`config.mk`:
```
export PLATFORM = sky130hd
export DESIGN_NAME = ps2_host_tx
export DESIGN_NICKNAME = d
export VERILOG_FILES = /design/src/rtl/ps2_host_tx.sv
export SDC_FILE = /design/constraint.sdc
export NUM_CORES = 1
export LEC_CHECK = 0
export BUFFER_PORTS_ARGS = -buffer_cell sky130_fd_sc_hd__buf_2
export CORE_UTILIZATION = 40
export CTS_BUF_LIST = sky130_fd_sc_hd__clkbuf_4 sky130_fd_sc_hd__clkbuf_8
export DETAILED_ROUTE_END_ITERATION = 16
export PLACE_DENSITY_LB_ADDON = 0.3
export RECOVER_POWER = 25
export SLEW_MARGIN = 5
export SYNTH_ARGS = -nofsm -noshare
export SYNTH_HDL_FRONTEND = slang
export SYNTH_SLANG_ARGS = --single-unit
```
`constraint.sdc`:
```
create_clock -name clk -period 2.5 [get_ports clk]
set_input_delay 0 -clock clk [delete_from_list [all_inputs] [get_ports clk]]
set_output_delay 0 -clock clk [all_outputs]
set_load 0.01 [all_outputs]
```
`src/rtl/ps2_host_tx.sv`:
```
// ------------------------------------------------------------------------
// ps2_host_tx: PS/2 host-to-device command transmitter (open-drain drive).
// Revision 1.0
// ------------------------------------------------------------------------
`default_nettype none
`timescale 1ns/1ps

module ps2_host_tx #(
  parameter int INHIBIT_CYCLES = 2800,
  parameter int SETUP_CYCLES   = 32,
  parameter int FILTER_CYCLES  = 8,
  parameter int TIMEOUT_CYCLES = 378000
) (
  input  logic       clk,
  input  logic       reset_n,
  input  logic [7:0] tx_data,
  input  logic       tx_valid,
  output logic       tx_ready,
  input  logic       ps2_clk_in,
  input  logic       ps2_data_in,
  output logic       ps2_clk_oe,
  output logic       ps2_data_oe,
  output logic       rx_inhibit,
  output logic       tx_done,
  output logic       tx_error
);

  localparam int MAX_A   = (INHIBIT_CYCLES > SETUP_CYCLES) ? INHIBIT_CYCLES : SETUP_CYCLES;
  localparam int CNT_MAX = (MAX_A > TIMEOUT_CYCLES) ? MAX_A : TIMEOUT_CYCLES;
  localparam int CW      = $clog2(CNT_MAX + 1);
  localparam int FW      = $clog2(FILTER_CYCLES + 1);

  typedef enum logic [2:0] {
    S_IDLE      = 3'd0,
    S_INHIBIT   = 3'd1,
    S_REQ       = 3'd2,
    S_SEND      = 3'd3,
    S_ACK       = 3'd4,
    S_WAIT_IDLE = 3'd5,
    S_DONE      = 3'd6,
    S_ERROR     = 3'd7
  } state_t;

  logic [1:0] raw;
  logic [1:0] filt;
  logic [1:0] chg;
  assign raw = {ps2_data_in, ps2_clk_in};

  // Index 0 is the clock line, index 1 the data line; both idle high.
  genvar gi;
  for (gi = 0; gi < 2; gi++) begin : g_line
    logic [1:0]    sync_q;
    logic [FW-1:0] fcnt_q;
    logic          filt_q;

    always_ff @(posedge clk or negedge reset_n) begin
      if (!reset_n) begin
        sync_q <= 2'b11;
        fcnt_q <= '0;
        filt_q <= 1'b1;
      end else begin
        sync_q <= {sync_q[0], raw[gi]};
        if (sync_q[1] == filt_q) begin
          fcnt_q <= '0;
        end else if (fcnt_q == FW'(FILTER_CYCLES - 1)) begin
          fcnt_q <= '0;
          filt_q <= sync_q[1];
        end else begin
          fcnt_q <= fcnt_q + 1'b1;
        end
      end
    end

    assign chg[gi]  = (sync_q[1] != filt_q) && (fcnt_q == FW'(FILTER_CYCLES - 1));
    assign filt[gi] = filt_q;
  end

  state_t        state_q, state_d;
  logic [CW-1:0] cnt_q, cnt_d;
  logic [3:0]    bit_q, bit_d;
  logic [8:0]    frame_q, frame_d;
  logic          fall_q;
  logic          clk_oe_q, data_oe_q, data_oe_d;
  logic          ready_q, inhibit_q, done_q, error_q;

  always_ff @(posedge clk or negedge reset_n) begin
    if (!reset_n) begin
      state_q   <= S_IDLE;
      cnt_q     <= '0;
      bit_q     <= '0;
      frame_q   <= '0;
      fall_q    <= 1'b0;
      clk_oe_q  <= 1'b0;
      data_oe_q <= 1'b0;
      ready_q   <= 1'b0;
      inhibit_q <= 1'b0;
      done_q    <= 1'b0;
      error_q   <= 1'b0;
    end else begin
      state_q   <= state_d;
      cnt_q     <= cnt_d;
      bit_q     <= bit_d;
      frame_q   <= frame_d;
      fall_q    <= chg[0] & filt[0];
      clk_oe_q  <= (state_d == S_INHIBIT) || (state_d == S_REQ);
      data_oe_q <= data_oe_d;
      ready_q   <= (state_d == S_IDLE);
      inhibit_q <= (state_d != S_IDLE);
      done_q    <= (state_d == S_DONE);
      error_q   <= (state_d == S_ERROR);
    end
  end

  always_comb begin
    state_d   = state_q;
    cnt_d     = cnt_q;
    bit_d     = bit_q;
    frame_d   = frame_q;
    data_oe_d = data_oe_q;
    case (state_q)
      S_IDLE: begin
        data_oe_d = 1'b0;
        if (tx_valid && ready_q) begin
          frame_d = {~^tx_data, tx_data};
          cnt_d   = '0;
          state_d = S_INHIBIT;
        end
      end
      S_INHIBIT: begin
        if (cnt_q == CW'(INHIBIT_CYCLES - 1)) begin
          cnt_d     = '0;
          data_oe_d = 1'b1;
          state_d   = S_REQ;
        end else begin
          cnt_d = cnt_q + 1'b1;
        end
      end
      S_REQ: begin
        if (cnt_q == CW'(SETUP_CYCLES - 1)) begin
          cnt_d   = '0;
          bit_d   = '0;
          state_d = S_SEND;
        end else begin
          cnt_d = cnt_q + 1'b1;
        end
      end
      S_SEND: begin
        cnt_d = cnt_q + 1'b1;
        if (fall_q) begin
          cnt_d = '0;
          bit_d = bit_q + 4'd1;
          // Tenth edge carries the stop bit: release data and await the ACK.
          if (bit_q == 4'd9) begin
            data_oe_d = 1'b0;
            state_d   = S_ACK;
          end else begin
            data_oe_d = ~frame_q[0];
            frame_d   = {1'b0, frame_q[8:1]};
          end
        end else if (cnt_q == CW'(TIMEOUT_CYCLES - 1)) begin
          state_d = S_ERROR;
        end
      end
      S_ACK: begin
        cnt_d = cnt_q + 1'b1;
        if (fall_q) begin
          cnt_d   = '0;
          state_d = filt[1] ? S_ERROR : S_WAIT_IDLE;
        end else if (cnt_q == CW'(TIMEOUT_CYCLES - 1)) begin
          state_d = S_ERROR;
        end
      end
      S_WAIT_IDLE: begin
        cnt_d = cnt_q + 1'b1;
        if (filt[0] && filt[1]) begin
          state_d = S_DONE;
        end else if (fall_q) begin
          cnt_d = '0;
        end else if (cnt_q == CW'(TIMEOUT_CYCLES - 1)) begin
          state_d = S_ERROR;
        end
      end
      S_DONE:  state_d = S_IDLE;
      S_ERROR: begin
        data_oe_d = 1'b0;
        state_d   = S_IDLE;
      end
      default: state_d = S_IDLE;
    endcase
    if (state_d == S_ERROR) data_oe_d = 1'b0;
  end

  assign tx_ready    = ready_q;
  assign ps2_clk_oe  = clk_oe_q;
  assign ps2_data_oe = data_oe_q;
  assign rx_inhibit  = inhibit_q;
  assign tx_done     = done_q;
  assign tx_error    = error_q;

endmodule

`default_nettype wire

```
Word level (Yosys, flattened, before mapping)
Index checks and enable logic that the tools add are counted.
{"block": "op_classes", "mux": 33, "add_sub_neg": 4, "n_reduce_logical": 21, "n_bitwise": 4, "eq_ne": 26}
{"cell": "2-to-1 mux 19 bit", "count": 5}
{"cell": "case mux 19 bit (5 select lines)", "count": 1}
{"cell": "2-to-1 mux 3 bit", "count": 9}
{"cell": "2-to-1 mux 9 bit", "count": 3}
{"cell": "2-to-1 mux 4 bit", "count": 6}
{"cell": "case mux 3 bit (7 select lines)", "count": 1}
{"cell": "adder 19 x 1 -> 19 bit (second input constant)", "count": 1}
{"cell": "== test 19 x 12 -> 1 bit (second input constant)", "count": 1}
{"cell": "== test 19 bit (second input constant)", "count": 1}
{"cell": "== test 19 x 5 -> 1 bit (second input constant)", "count": 1}
{"cell": "== test 3 bit (second input constant)", "count": 6}
{"cell": "case mux 9 bit (2 select lines)", "count": 1}
{"cell": "adder 4 x 1 -> 4 bit (second input constant)", "count": 3}
{"cell": "== test 3 x 2 -> 1 bit (second input constant)", "count": 3}
{"cell": "== test 4 x 3 -> 1 bit (second input constant)", "count": 2}
{"cell": "!= test 2 bit (second input constant)", "count": 4}
{"cell": "case mux 4 bit (2 select lines)", "count": 1}
{"cell": "XNOR reduction 8 bit", "count": 1}
{"cell": "== test 3 x 1 -> 1 bit (second input constant)", "count": 2}
{"cell": "logical NOT 3 bit", "count": 2}
{"cell": "!= test 3 bit (second input constant)", "count": 2}
{"cell": "AND reduction 2 bit", "count": 3}
{"cell": "AND reduction 3 bit", "count": 2}
{"cell": "OR reduction 2 bit", "count": 3}
{"cell": "other kinds (15)", "count": 24}
{"block": "word_totals", "ff_bits": 56, "input_bits": 13}

Depth between registers and ports, before layout
Gate-level depths: netlist (run 1).
{"block": "logic_depth", "word_depth": 8, "ltp_mapped": 10}

Worst setup path before layout (run 1)
No wires, ideal clock.
{"block": "synth_path", "kind": "flip-flop to flip-flop", "from": "register cnt_q[14]", "to": "register cnt_q[12]", "path_stages_with_launch": 9, "setup_slack_ns": -0.093, "required_time_ns": 2.418, "synth_period_minus_slack_ns": 2.593, "arrival_time_ns": 2.511, "n_path_buf": 2, "path_cell_list": "dfrtp_1 > or4_1 > nor4_2 > a21boi_1 > or3_1 > or4_1 > buf_6 > buf_8 > a31oi_1"}
{"block": "synth_between", "elab_chain_len": 3, "word_cells_on_any_way": 5, "classes_between": "eq/ne: 2; mux: 3"}
{"item": "start, declared", "line": "79", "rtl": "logic [CW-1:0] cnt_q, cnt_d;"}
{"item": "start signal, assigned", "line": "101", "rtl": "cnt_q <= cnt_d;"}
{"item": "== test 19 x 5 -> 1 bit / == test 19 x 12 -> 1 bit (equally long branches)", "line": "139, 130"}
{"item": "2-to-1 mux 19 bit, on equally long branches", "line": "139, 130"}
{"item": "case mux 19 bit (5 select lines) (*)", "line": "120", "rtl": "case (state_q)"}
Mark *: on every way between the ends. The rest lies on a longest branch, timed or not.
A chain may end at the register's enable or synchronous reset.

Worst setup path in the final report (run 1)
{"block": "layout_path", "from": "register cnt_q[16]", "to": "register cnt_q[15]"}
The elaborated chain is that of the path after synthesis.

==> results of run 1 <==
==> layout make-up <==
| cell class | instances | area (sq um) |
|---|---|---|
| Clock inverter | 2 | 15.0 |
| Fill cell | 656 | 3450 |
| Tap cell | 96 | 120 |
| Inverter | 7 | 28.8 |
| Clock buffer | 6 | 82.6 |
| Timing Repair Buffer | 48 | 342 |
| Multi-Input combinational cell | 212 | 1380 |
| Sequential cell | 56 | 1410 |
==> timing repair <==
item	4_1_cts	5_1_grt
endpoints found under the hold margin	35	0
setup buffers	0	1
endpoints found under the setup margin	20	20
resized for setup	1	7
pin swaps	1	0
hold buffers	4	0
cloned	0	0
==> cell families (layout without fill, tap and decap cells) <==
family / Yosys count / after routing / share of synthesized area (%)
buffers and inverters: 20 / 63 / 3.29
muxes: 11 / 11 / 3.94
and+or+nand+nor: 109 / 109 / 20.7
xor gates and xnor gates: 15 / 15 / 4.60
AOI/OAI and AO/OA: 72 / 72 / 15.9
DFF: 56 / 56 / 49.3
adders and majority gates: 5 / 5 / 2.19
==> power by group <==
part / total [uW] / internal [uW] / switching, uW
logic: 901 / 437 / 464
clock network: 524 / 225 / 299
registers: 1320 / 1130 / 191
total: 2750 / 1800 / 954
==> Yosys cell counts, types with 6 or more instances <==
library cell	number	area share, %
dfstp_2	6	5.5
nand3_1	11	1.9
xnor2_1	12	3.7
a31oi_1	19	4.2
and3_1	6	1.3
a21oi_1	13	2.3
dfrtp_1	50	44
mux2i_1	9	3.2
inv_1	6	0.79
nor3_1	7	1.2
o21ai_0	17	3.0
nor2_1	19	2.5
nand2_1	24	3.2
clkbuf_1	10	1.3
==> layer usage <==
layer	GRT usage, %	wire, um	vias up
met2	28.6	2860	41
li1	-	-	1147
met3	3.24	188	9
met5	0	0	-
met4	6.21	93	0
met1	24.9	2980	1144
==> registers in the layout, indices dropped and copies added (netlist names), 2 cells and up <==
| signal | flops |
|---|---|
| g_line.filt_q | 2 |
| bit_q | 4 |
| state_q | 3 |
| frame_q | 9 |
| cnt_q | 19 |
| g_line.sync_q | 4 |
| g_line.fcnt_q | 8 |
==> through the flow <==
stage,total power [uW],setup WS (ns)
after detailed placement,2190,-0.124
final,2750,-0.0149
after floorplan,1880,-0.0892
after global placement,2160,-0.0455
after CTS,2730,-0.0276
after global routing,2960,-0.103
==> worst reg2reg max path, cell delays in order (launching register included) <==
cell and delay, ns:
dfrtp_1 0.40, or4_4 0.56, nor4_4 0.20, a21boi_2 0.09, or3_4 0.39, or4_4 0.44
buf_12 0.17, inv_4 0.08, a22o_1 0.13
==> worst paths after layout <==
check / startpoint / to / slack, ns / cells after the start
worst max-delay path: cnt_q[16]$_DFFE_PN0P_ / cnt_q[15]$_DFFE_PN0P_ / -0.01 / 8
worst min-delay path: tx_data[1] / frame_q[1]$_DFFE_PN0P_ / 0.002 / 3
worst max register to register: cnt_q[16]$_DFFE_PN0P_ / cnt_q[15]$_DFFE_PN0P_ / -0.01 / 8
worst min register to register: g_line[0].sync_q[0]$_DFF_PN1_ / g_line[0].sync_q[1]$_DFF_PN1_ / 0.36 / 0
max in group asynchronous: reset_n / bit_q[0]$_DFFE_PN0P_ / 0.57 / 2
min in group asynchronous: reset_n / cnt_q[13]$_DFFE_PN0P_ / 0.78 / 2
==> flow_summary_export.csv, run 1 <==
group,metric,value,unit
critical_path,worst_path_most_repeated_cell,"or4_4",
routing,wl_per_cell,14.3,um
sta,worst_pin_slew,2.00,ns
synth,synth_warnings,0,
synth,synth_seq_cells,56,
finish,drive_gt1_share,19.6,%
floorplan,num_rows,30,
sta,min_period,2.51,ns
placed_design,gp_congestion,0.792,
synth,synth.distinct_cells,50,
sta,slew_headroom,-33.2,%
critical_path,critPathMaxStageDelay,0.56,ns
cts,cts_root_buf,"clkbuf_8",
global_routing,grt_max_degree,40,
floorplan,die-area,7480,sq um
sta,fmax,0.398,GHz
finish,layout_commonest_cell,"dfrtp_1",
cts,cts_max_level,2,
critical_path,critPathBufInv,2,
outcome,status,"complete, but fails checks",
synth,async_flop_share,100,%
synth,yosysSeqAreaShare,49.3,%
synth,synth.avg_cell_area,9.91,sq um
sta,finalSetupTns,-0.0261,ns
pwr,pwr_density_cell,813,nW/um^2
synth,synth_edf_count,0,
outcome,violations,"max-capacitance violations, max-slew violations, negative setup slack",
cts,cts.reportedPaths.clkPinSlew,0.11,ns
finish,diodes,0,
finish,area_growth,18.4,%
synth,synthesis.nets,306,
critical_path,worstPathArrival,2.77,ns
synth,synth_cells,288,
placed_design,port_buffers,18,
routing,routed-via-count,2341,
critical_path,critPathMaxFanout,18,
routing,drt_iter0_drc,100,
placed_design,dp_cells,414,
global_routing,grt_pass1_wl,10500,um
routing,via_per_inst,5.48,
floorplan,initial_utilization,41.8,%
sta,maxSlewViolCount,40,
cts,clockBufferDepth,2,
routing,firstDrtPassIters,5,
sta,setup_viol,2,
global_routing,overflow,0,
cts,cts_tree,"built",
worst_hold_path,hold_path.class,"input pin to flop",
floorplan,io_pins,19,
cts,clk_latency,0.31,ns
routing,drc,0,
finish,final_cell_mix,"50 x dfrtp_1, 24 x nand2_1, 24 x buf_4, 19 x nor2_1, 19 x a31oi_1",
floorplan,die_w,86.5,um
synth,synth_ff_type,"dfrtp_1",
critical_path,crit_family,"simple AND/OR/NAND/NOR gates",
pwr,cellLeakagePower,0.00146,uW
pwr,ir_drop,0.266,mV
finish,utilization,49.5,%
critical_path,worst_path_max_delay_cell,"or4_4",
floorplan,die_y,86.5,um
finish,postLayoutCellArea,3380,sq um
sta,rsz0062_at_grt,"true",
placed_design,dpl_cell_area,3210,sq um
finish,nets,348,
critical_path,worst_setup_path_start_kind,"flop",
critical_path,cp_cell_sequence,"or4_4 > nor4_4 > a21boi_2 > or3_4 > or4_4 > buf_12 > inv_4 > a22o_1",
routing,wirelength,6130,um
sta,final_hold_viol_count,0,
cts,cts.sinks,56,
global_routing,antenna_found_initial,0,
sta,setup_slack,-0.0149,ns
floorplan,core,6830,sq um
critical_path,worstSetupPathType,"flop to flop",
global_routing,grt_usage,18.0,%
sta,whs,0.00206,ns
cts,cts_made_buffers,5,
critical_path,worstPathRequired,2.76,ns
routing,ant_nets,0,
sta,fin_crit_sh,101,%
run,drv_cap,1,
critical_path,crit_path_end_kind,"flop",
synth,netlist_area,2860,sq um
placed_design,detailed_place_hpwl,4350,um
global_routing,grt_pass1_vias,2199,
sta,fin_skew,0.0149,ns
finish,final_cells,427,
(Power assumes the default switching activity.)
==> inputs of run 2 (changes only) <==
--- a/config.mk
+++ b/config.mk
@@ -5,6 +5,7 @@
 export SDC_FILE = /design/constraint.sdc
 export NUM_CORES = 1
 export LEC_CHECK = 0
+export ABC_AREA = 1
 export BUFFER_PORTS_ARGS = -buffer_cell sky130_fd_sc_hd__buf_2
 export CORE_UTILIZATION = 40
 export CTS_BUF_LIST = sky130_fd_sc_hd__clkbuf_4 sky130_fd_sc_hd__clkbuf_8
==> run 2 against run 1 <==
Net effect:
- the flow finishes with violations (max-capacitance violations, max-slew violations)
- first-iteration DRC count grew 8.0%
- via count grew 1.2%
- synthesized cell count grew 23%
- clock power grew 4%
- sequential share of layout area grew 0.36 points
- flip-flop and latch count is the same
- maximum frequency grew 21%
- synthesized area grew 3.2%
- utilization shrank 1.2 points
- routed wire length shrank 6.0%
- design area shrank 0.85%
- highest routed layer unchanged
==> flow_summary_export.csv, run 2 <==
group,metric,value,unit
global_routing,grt_max_degree,30,
routing,drt_iter0_drc,108,
synth,netlist_area,2950,sq um
floorplan,io_pins,19,
routing,via_per_inst,4.92,
synth,async_flop_share,100,%
routing,wl_met2,2700,um
critical_path,worstSetupPathType,"flop to flop",
routing,drc,0,
synth,synth_top_area_share,42.4,%
sta,rsz0062_at_grt,"false",
finish,drive_gt1_share,12.7,%
finish,area_growth,13.7,%
global_routing,antenna_found_initial,0,
cts,clk_latency,0.31,ns
floorplan,num_rows,30,
global_routing,overflow,0,
placed_design,detailed_place_hpwl,4050,um
floorplan,die_w,87.8,um
finish,largest_reg_flops,19,
routing,wl_met3,240,um
synth,synth_common_cells,"72 x nand2_1, 50 x dfrtp_1, 44 x inv_1, 44 x nor2_1, 18 x nand3_1",
pwr,ir_drop,0.233,mV
routing,highest_layer,"met4",
outcome,violations,"max-capacitance violations, max-slew violations",
synth,synth.avg_cell_area,8.35,sq um
critical_path,crit_path_end_kind,"flop",
routing,ant_nets,0,
routing,wl_per_cell,12.0,um
run,drv_cap,1,
synth,synthesis.nets,371,
cts,cts_root_buf,"clkbuf_8",
global_routing,grt_usage,16.5,%
finish,regMostFlops,"cnt_q",
pwr,pwr_density_cell,522,nW/um^2
finish,reg_top3,"cnt_q x19, frame_q x9, g_line.fcnt_q x8",
pwr,cellLeakagePower,0.00164,uW
sta,whs,0.0727,ns
synth,synth.most_common_cell,"nand2_1",
floorplan,initial_utilization,42.5,%
finish,diodes,0,
cts,cts_max_level,2,
synth,synth_cells,353,
global_routing,grt_pass1_vias,2243,
sta,fin_crit_sh,83.2,%
sta,worst_pin_slew,1.51,ns
sta,fin_skew,0.00672,ns
finish,utilization,48.3,%
floorplan,die_y,87.8,um
worst_hold_path,hold_path.class,"input pin to flop",
synth,synth_seq_cells,56,
critical_path,worst_setup_path_start_kind,"flop",
cts,post_cts_resized,0,
synth,synth.distinct_cells,36,
synth,synth_ff_type,"dfrtp_1",
cts,cts.sinks,56,
routing,firstDrtPassIters,4,
floorplan,core,6940,sq um
cts,cts_made_buffers,5,
critical_path,worstPathArrival,2.29,ns
cts,cts_tree,"built",
sta,maxSlewViolCount,28,
placed_design,port_buffers,18,
cts,cts.reportedPaths.clkPinSlew,0.11,ns
synth,synth_warnings,0,
synth,synth_edf_count,0,
critical_path,worstPathRequired,2.71,ns
synth,yosysSeqAreaShare,47.8,%
sta,finalSetupTns,0,ns
finish,layout_commonest_cell,"nand2_1",
floorplan,die-area,7720,sq um
sta,fmax,0.481,GHz
outcome,status,"complete, but fails checks",
finish,final_cell_mix,"72 x nand2_1, 50 x dfrtp_1, 44 x inv_1, 44 x nor2_1, 18 x nand3_1",
routing,routed-via-count,2368,
sta,final_hold_viol_count,0,
cts,clockBufferDepth,2,
synth,synth_top_area_cell,"dfrtp_1",
finish,nets,402,
routing,wirelength,5760,um
routing,m1WireLength,2750,um
placed_design,gp_congestion,0.911,
critical_path,critPathMaxFanout,12,
sta,min_period,2.08,ns
synth,synth_area_leaders,"dfrtp_1 42%, nand2_1 9.2%, inv_1 5.6%, nor2_1 5.6%, dfstp_2 5.3%",
sta,slew_headroom,-0.506,%
sta,setup_viol,0,
global_routing,grt_pass1_wl,10000,um
## run 2: cell count changes in the layout (fill, tap and decap cells not counted), sizes merged, moves of 9 or more
cell   before  now
nand2      24   73
inv         7   48
nor2       19   48
buf        37   19
a31oi      19    2
nand3      11   21
mux2i       9    0
xor2        3   12
## run 2: timing repair
item | in CTS | in global routing
endpoints found under the hold margin | 34 | 0
hold buffers | 11 | 0
buffers inserted | 0 | 0
## run 2: worst paths after layout
kind,slack [ns],startpoint,cells after the start,end
max reg2reg,0.42,cnt_q[0]$_DFFE_PN0P_,10,cnt_q[2]$_DFFE_PN0P_
min in group asynchronous,0.57,reset_n,2,g_line[1].fcnt_q[2]$_DFF_PN0_
min reg2reg,0.36,g_line[0].sync_q[0]$_DFF_PN1_,0,g_line[0].sync_q[1]$_DFF_PN1_
min,0.07,tx_valid,3,state_q[0]$_DFF_PN0_
max,0.42,cnt_q[0]$_DFFE_PN0P_,10,cnt_q[2]$_DFFE_PN0P_
max in group asynchronous,1.02,reset_n,3,g_line[0].filt_q$_DFFE_PN1P_
## run 2: kinds of logic (layout without fill, tap and decap cells)
group,Yosys count,count (layout),share of synthesized area (%)
DFF,56,56,47.8
adders and majority gates,5,5,2.12
and+or+nand+nor,166,166,25.8
AOI/OAI and AO/OA,52,52,10.7
muxes,1,1,0.382
buffers and inverters,53,85,7.30
xor gates and xnor gates,20,20,5.94
## run 2: worst max-delay path, cell delays in order, from the launching register on
cell and delay [ns]:
dfrtp_1 0.40, ha_1 0.20, nand3_1 0.10, inv_1 0.12
nand2_1 0.12, inv_1 0.13, nand3_1 0.09, nand2_1 0.11
nand3_1 0.36, a22oi_1 0.28, nor2_1 0.06
## run 2: report_power, final
part	switching [uW]	internal, uW
combinational	96.1	86.4
sequential	49.5	974
clock	310	233
## run 2: metrics by stage
| stage | total power [uW] | instance area [sq um] | setup WS, ns | std cells |
|---|---|---|---|---|
| floorplan | 1140 | 2950 | 0.860 | 353 |
| global route | 1840 | 3350 | 0.216 | 481 |
| global placement | 1200 | 3140 | 0.570 | 462 |
| finish | 1750 | 3350 | 0.420 | 481 |
| detailed placement | 1210 | 3140 | 0.437 | 462 |
| CTS | 1770 | 3350 | 0.422 | 481 |
## run 2: final cells by class
type	count	area (sq um)
well taps	96	120
repair buffers	31	226
flip-flops and latches	56	1410
multi-input cells	244	1320
fillers	671	3590
inverters	46	173
clock buffers	6	82.6
clock inverters	2	17.5
## run 2: metal layers
metal  up-vias  global-route usage (%)
li1       1206                       -
met1      1105                    22.0
met2        50                    27.1
met3         7                    3.11
met4         0                    5.37
met5         -                       0
==> inputs of run 3 (changes only) <==
--- a/config.mk
+++ b/config.mk
@@ -5,7 +5,7 @@
 export SDC_FILE = /design/constraint.sdc
 export NUM_CORES = 1
 export LEC_CHECK = 0
-export ABC_AREA = 1
+export ABC_AREA = 0
 export BUFFER_PORTS_ARGS = -buffer_cell sky130_fd_sc_hd__buf_2
 export CORE_UTILIZATION = 40
 export CTS_BUF_LIST = sky130_fd_sc_hd__clkbuf_4 sky130_fd_sc_hd__clkbuf_8
==> constraint.sdc (replaced) <==
create_clock -name clk -period 1.9 [get_ports clk]
set_input_delay 0 -clock clk [delete_from_list [all_inputs] [get_ports clk]]
set_output_delay 0 -clock clk [all_outputs]
set_load 0.01 [all_outputs]
==> run 3 against run 2 <==
Net effect:
- the flow finishes with violations (max-capacitance violations, max-slew violations, negative setup slack)
- sequential power increased by 66%
- via count increased by 7.2%
- clock skew rose by 0.0029 ns
- critical endpoint is now cnt_q[15]$_DFFE_PN0P_
- critical path depth is 2 lower
- routed wire length up 19%
- highest routed layer unchanged
- critical path type unchanged
- design area increased by 16%
- first-iteration DRC count grew 13%
- clock power grew 34%
- flip-flop and latch count stayed put
- largest cell class is now multi-input combinational cells
==> flow_summary_export.csv, run 3 (synthesis gave the netlist of run 1 again) <==
group,metric,value,unit
floorplan,initial_utilization,41.8,%
sta,final_hold_viol_count,0,
critical_path,worstPathRequired,2.16,ns
critical_path,critPathMaxStageDelay,0.55,ns
critical_path,worst_setup_path_start_kind,"flop",
routing,ant_nets,0,
routing,drt_iter0_drc,122,
cts,cts_made_buffers,5,
finish,utilization,56.7,%
worst_hold_path,hold_path.class,"input pin to flop",
pwr,ir_drop,0.538,mV
finish,diodes,0,
finish,area_growth,35.7,%
cts,cts_tree,"built",
pwr,pwr_density_cell,1040,nW/um^2
outcome,violations,"max-capacitance violations, max-slew violations, negative setup slack",
outcome,status,"complete, but fails checks",
global_routing,grt_max_degree,30,
sta,setup_slack,-0.641,ns
placed_design,dp_slack,-0.685,ns
routing,drc,0,
sta,worst_pin_slew,1.60,ns
finish,regMostFlops,"cnt_q",
critical_path,crit_path_end_kind,"flop",
finish,final_cells,473,
placed_design,detailed_place_hpwl,4810,um
placed_design,dp_cells,456,
floorplan,core,6830,sq um
floorplan,die-area,7480,sq um
critical_path,crit_family,"simple AND/OR/NAND/NOR gates",
sta,whs,0.0145,ns
finish,largest_reg_flops,19,
cts,cts.reportedPaths.clkPinSlew,0.10,ns
sta,maxSlewViolCount,29,
floorplan,io_pins,19,
global_routing,grt_usage,19.2,%
global_routing,overflow,0,
run,drv_cap,1,
cts,cts_root_buf,"clkbuf_8",
finish,reg_top3,"cnt_q x19, frame_q x9, g_line.fcnt_q x8",
pwr,cellLeakagePower,0.00174,uW
cts,cts.sinks,56,
critical_path,worstSetupPathType,"flop to flop",
routing,wirelength,6850,um
floorplan,num_rows,30,
sta,fin_crit_sh,134,%
cts,cts_max_level,2,
sta,rsz0062_at_grt,"true",
sta,fmax,0.394,GHz
sta,min_period,2.54,ns
finish,nets,394,
critical_path,critPathBufInv,2,
critical_path,worst_path_most_repeated_cell,"or4_4",
sta,setup_viol,28,
floorplan,die_w,86.5,um
sta,fin_skew,0.00961,ns
placed_design,port_buffers,18,
critical_path,critPathMaxFanout,18,
cts,clockBufferDepth,2,
global_routing,antenna_found_initial,0,
floorplan,die_y,86.5,um
critical_path,cp_cell_sequence,"or4_4 > nor4_4 > a21boi_2 > or3_4 > or4_4 > buf_12 > inv_2 > a22o_1",
cts,clk_latency,0.31,ns
routing,wl_per_cell,14.5,um
sta,slew_headroom,-6.63,%
global_routing,grt_pass1_wl,11300,um
finish,drive_gt1_share,34.0,%
placed_design,gp_congestion,0.915,
routing,via_per_inst,5.37,
global_routing,grt_pass1_vias,2394,
critical_path,worstPathArrival,2.80,ns
routing,routed-via-count,2538,
finish,layout_commonest_cell,"buf_4",
finish,final_cell_mix,"66 x buf_4, 49 x dfrtp_1, 24 x nand2_1, 19 x nor2_1, 18 x a31oi_1",
routing,firstDrtPassIters,5,
critical_path,worst_path_max_delay_cell,"or4_4",
## run 3: path summary, 6_finish.rpt
kind / startpoint / to / slack [ns] / cells after the start
max in group asynchronous: reset_n / state_q[2]$_DFF_PN0_ / 0.23 / 2
min reg2reg: g_line[0].sync_q[0]$_DFF_PN1_ / g_line[0].sync_q[1]$_DFF_PN1_ / 0.36 / 0
max: cnt_q[16]$_DFFE_PN0P_ / cnt_q[15]$_DFFE_PN0P_ / -0.64 / 8
max reg2reg: cnt_q[16]$_DFFE_PN0P_ / cnt_q[15]$_DFFE_PN0P_ / -0.64 / 8
min in group asynchronous: reset_n / rx_inhibit$_DFF_PN0_ / 0.61 / 2
min: tx_data[1] / frame_q[1]$_DFFE_PN0P_ / 0.01 / 3
## run 3: worst register-to-register path: cells and delay by family (launching register included)
| kind | cells | cell delay (ns) |
|---|---|---|
| buffers and inverters | 2 | 0.26 |
| AOI/OAI and AO/OA | 2 | 0.24 |
| and+or+nand+nor | 4 | 1.58 |
| DFF | 1 | 0.39 |
## run 3: layout make-up
type | instances | area [sq um]
multi-input cells | 212 | 1500
clock buffers | 8 | 104
fillers | 618 | 2960
well taps | 96 | 120
flip-flops and latches | 56 | 1410
inverters | 7 | 26.3
repair buffers | 94 | 712
## run 3: per-layer routing
metal  GRT usage, %  vias to the layer above  wire length, um
li1               -                     1239                -
met2           30.7                       72             3270
met5              0                        -                0
met4           5.76                        0              123
met3           3.33                       13              283
met1           26.7                     1214             3170
## run 3: per-stage QoR
| stage | setup TNS [ns] | area (sq um) | total power (uW) |
|---|---|---|---|
| 6_report | -13.69 | 3870 | 4030 |
| 5_1_grt | -16.46 | 3870 | 4290 |
| 4_1_cts | -11.80 | 3790 | 3950 |
| 3_5_place_dp | -14.73 | 3540 | 3140 |
| 3_3_place_gp | -14.01 | 3540 | 3080 |
| 2_1_floorplan | -13.41 | 2870 | 2470 |
## run 3: power by group
part	switching, uW	total, uW	internal (uW)	leakage [uW]
logic	781	1620	836	0.000974
registers	197	1690	1490	0.000709
clock network	379	727	348	0.0000549
## run 3: what timing repair did
item / CTS / global route
hold buffers: 5 / 0
cloned: 0 / 0
setup endpoints to repair: 27 / 29
pin swaps: 3 / 7
gates resized for setup: 18 / 16
hold endpoints to repair: 28 / 0
buffers inserted: 3 / 4
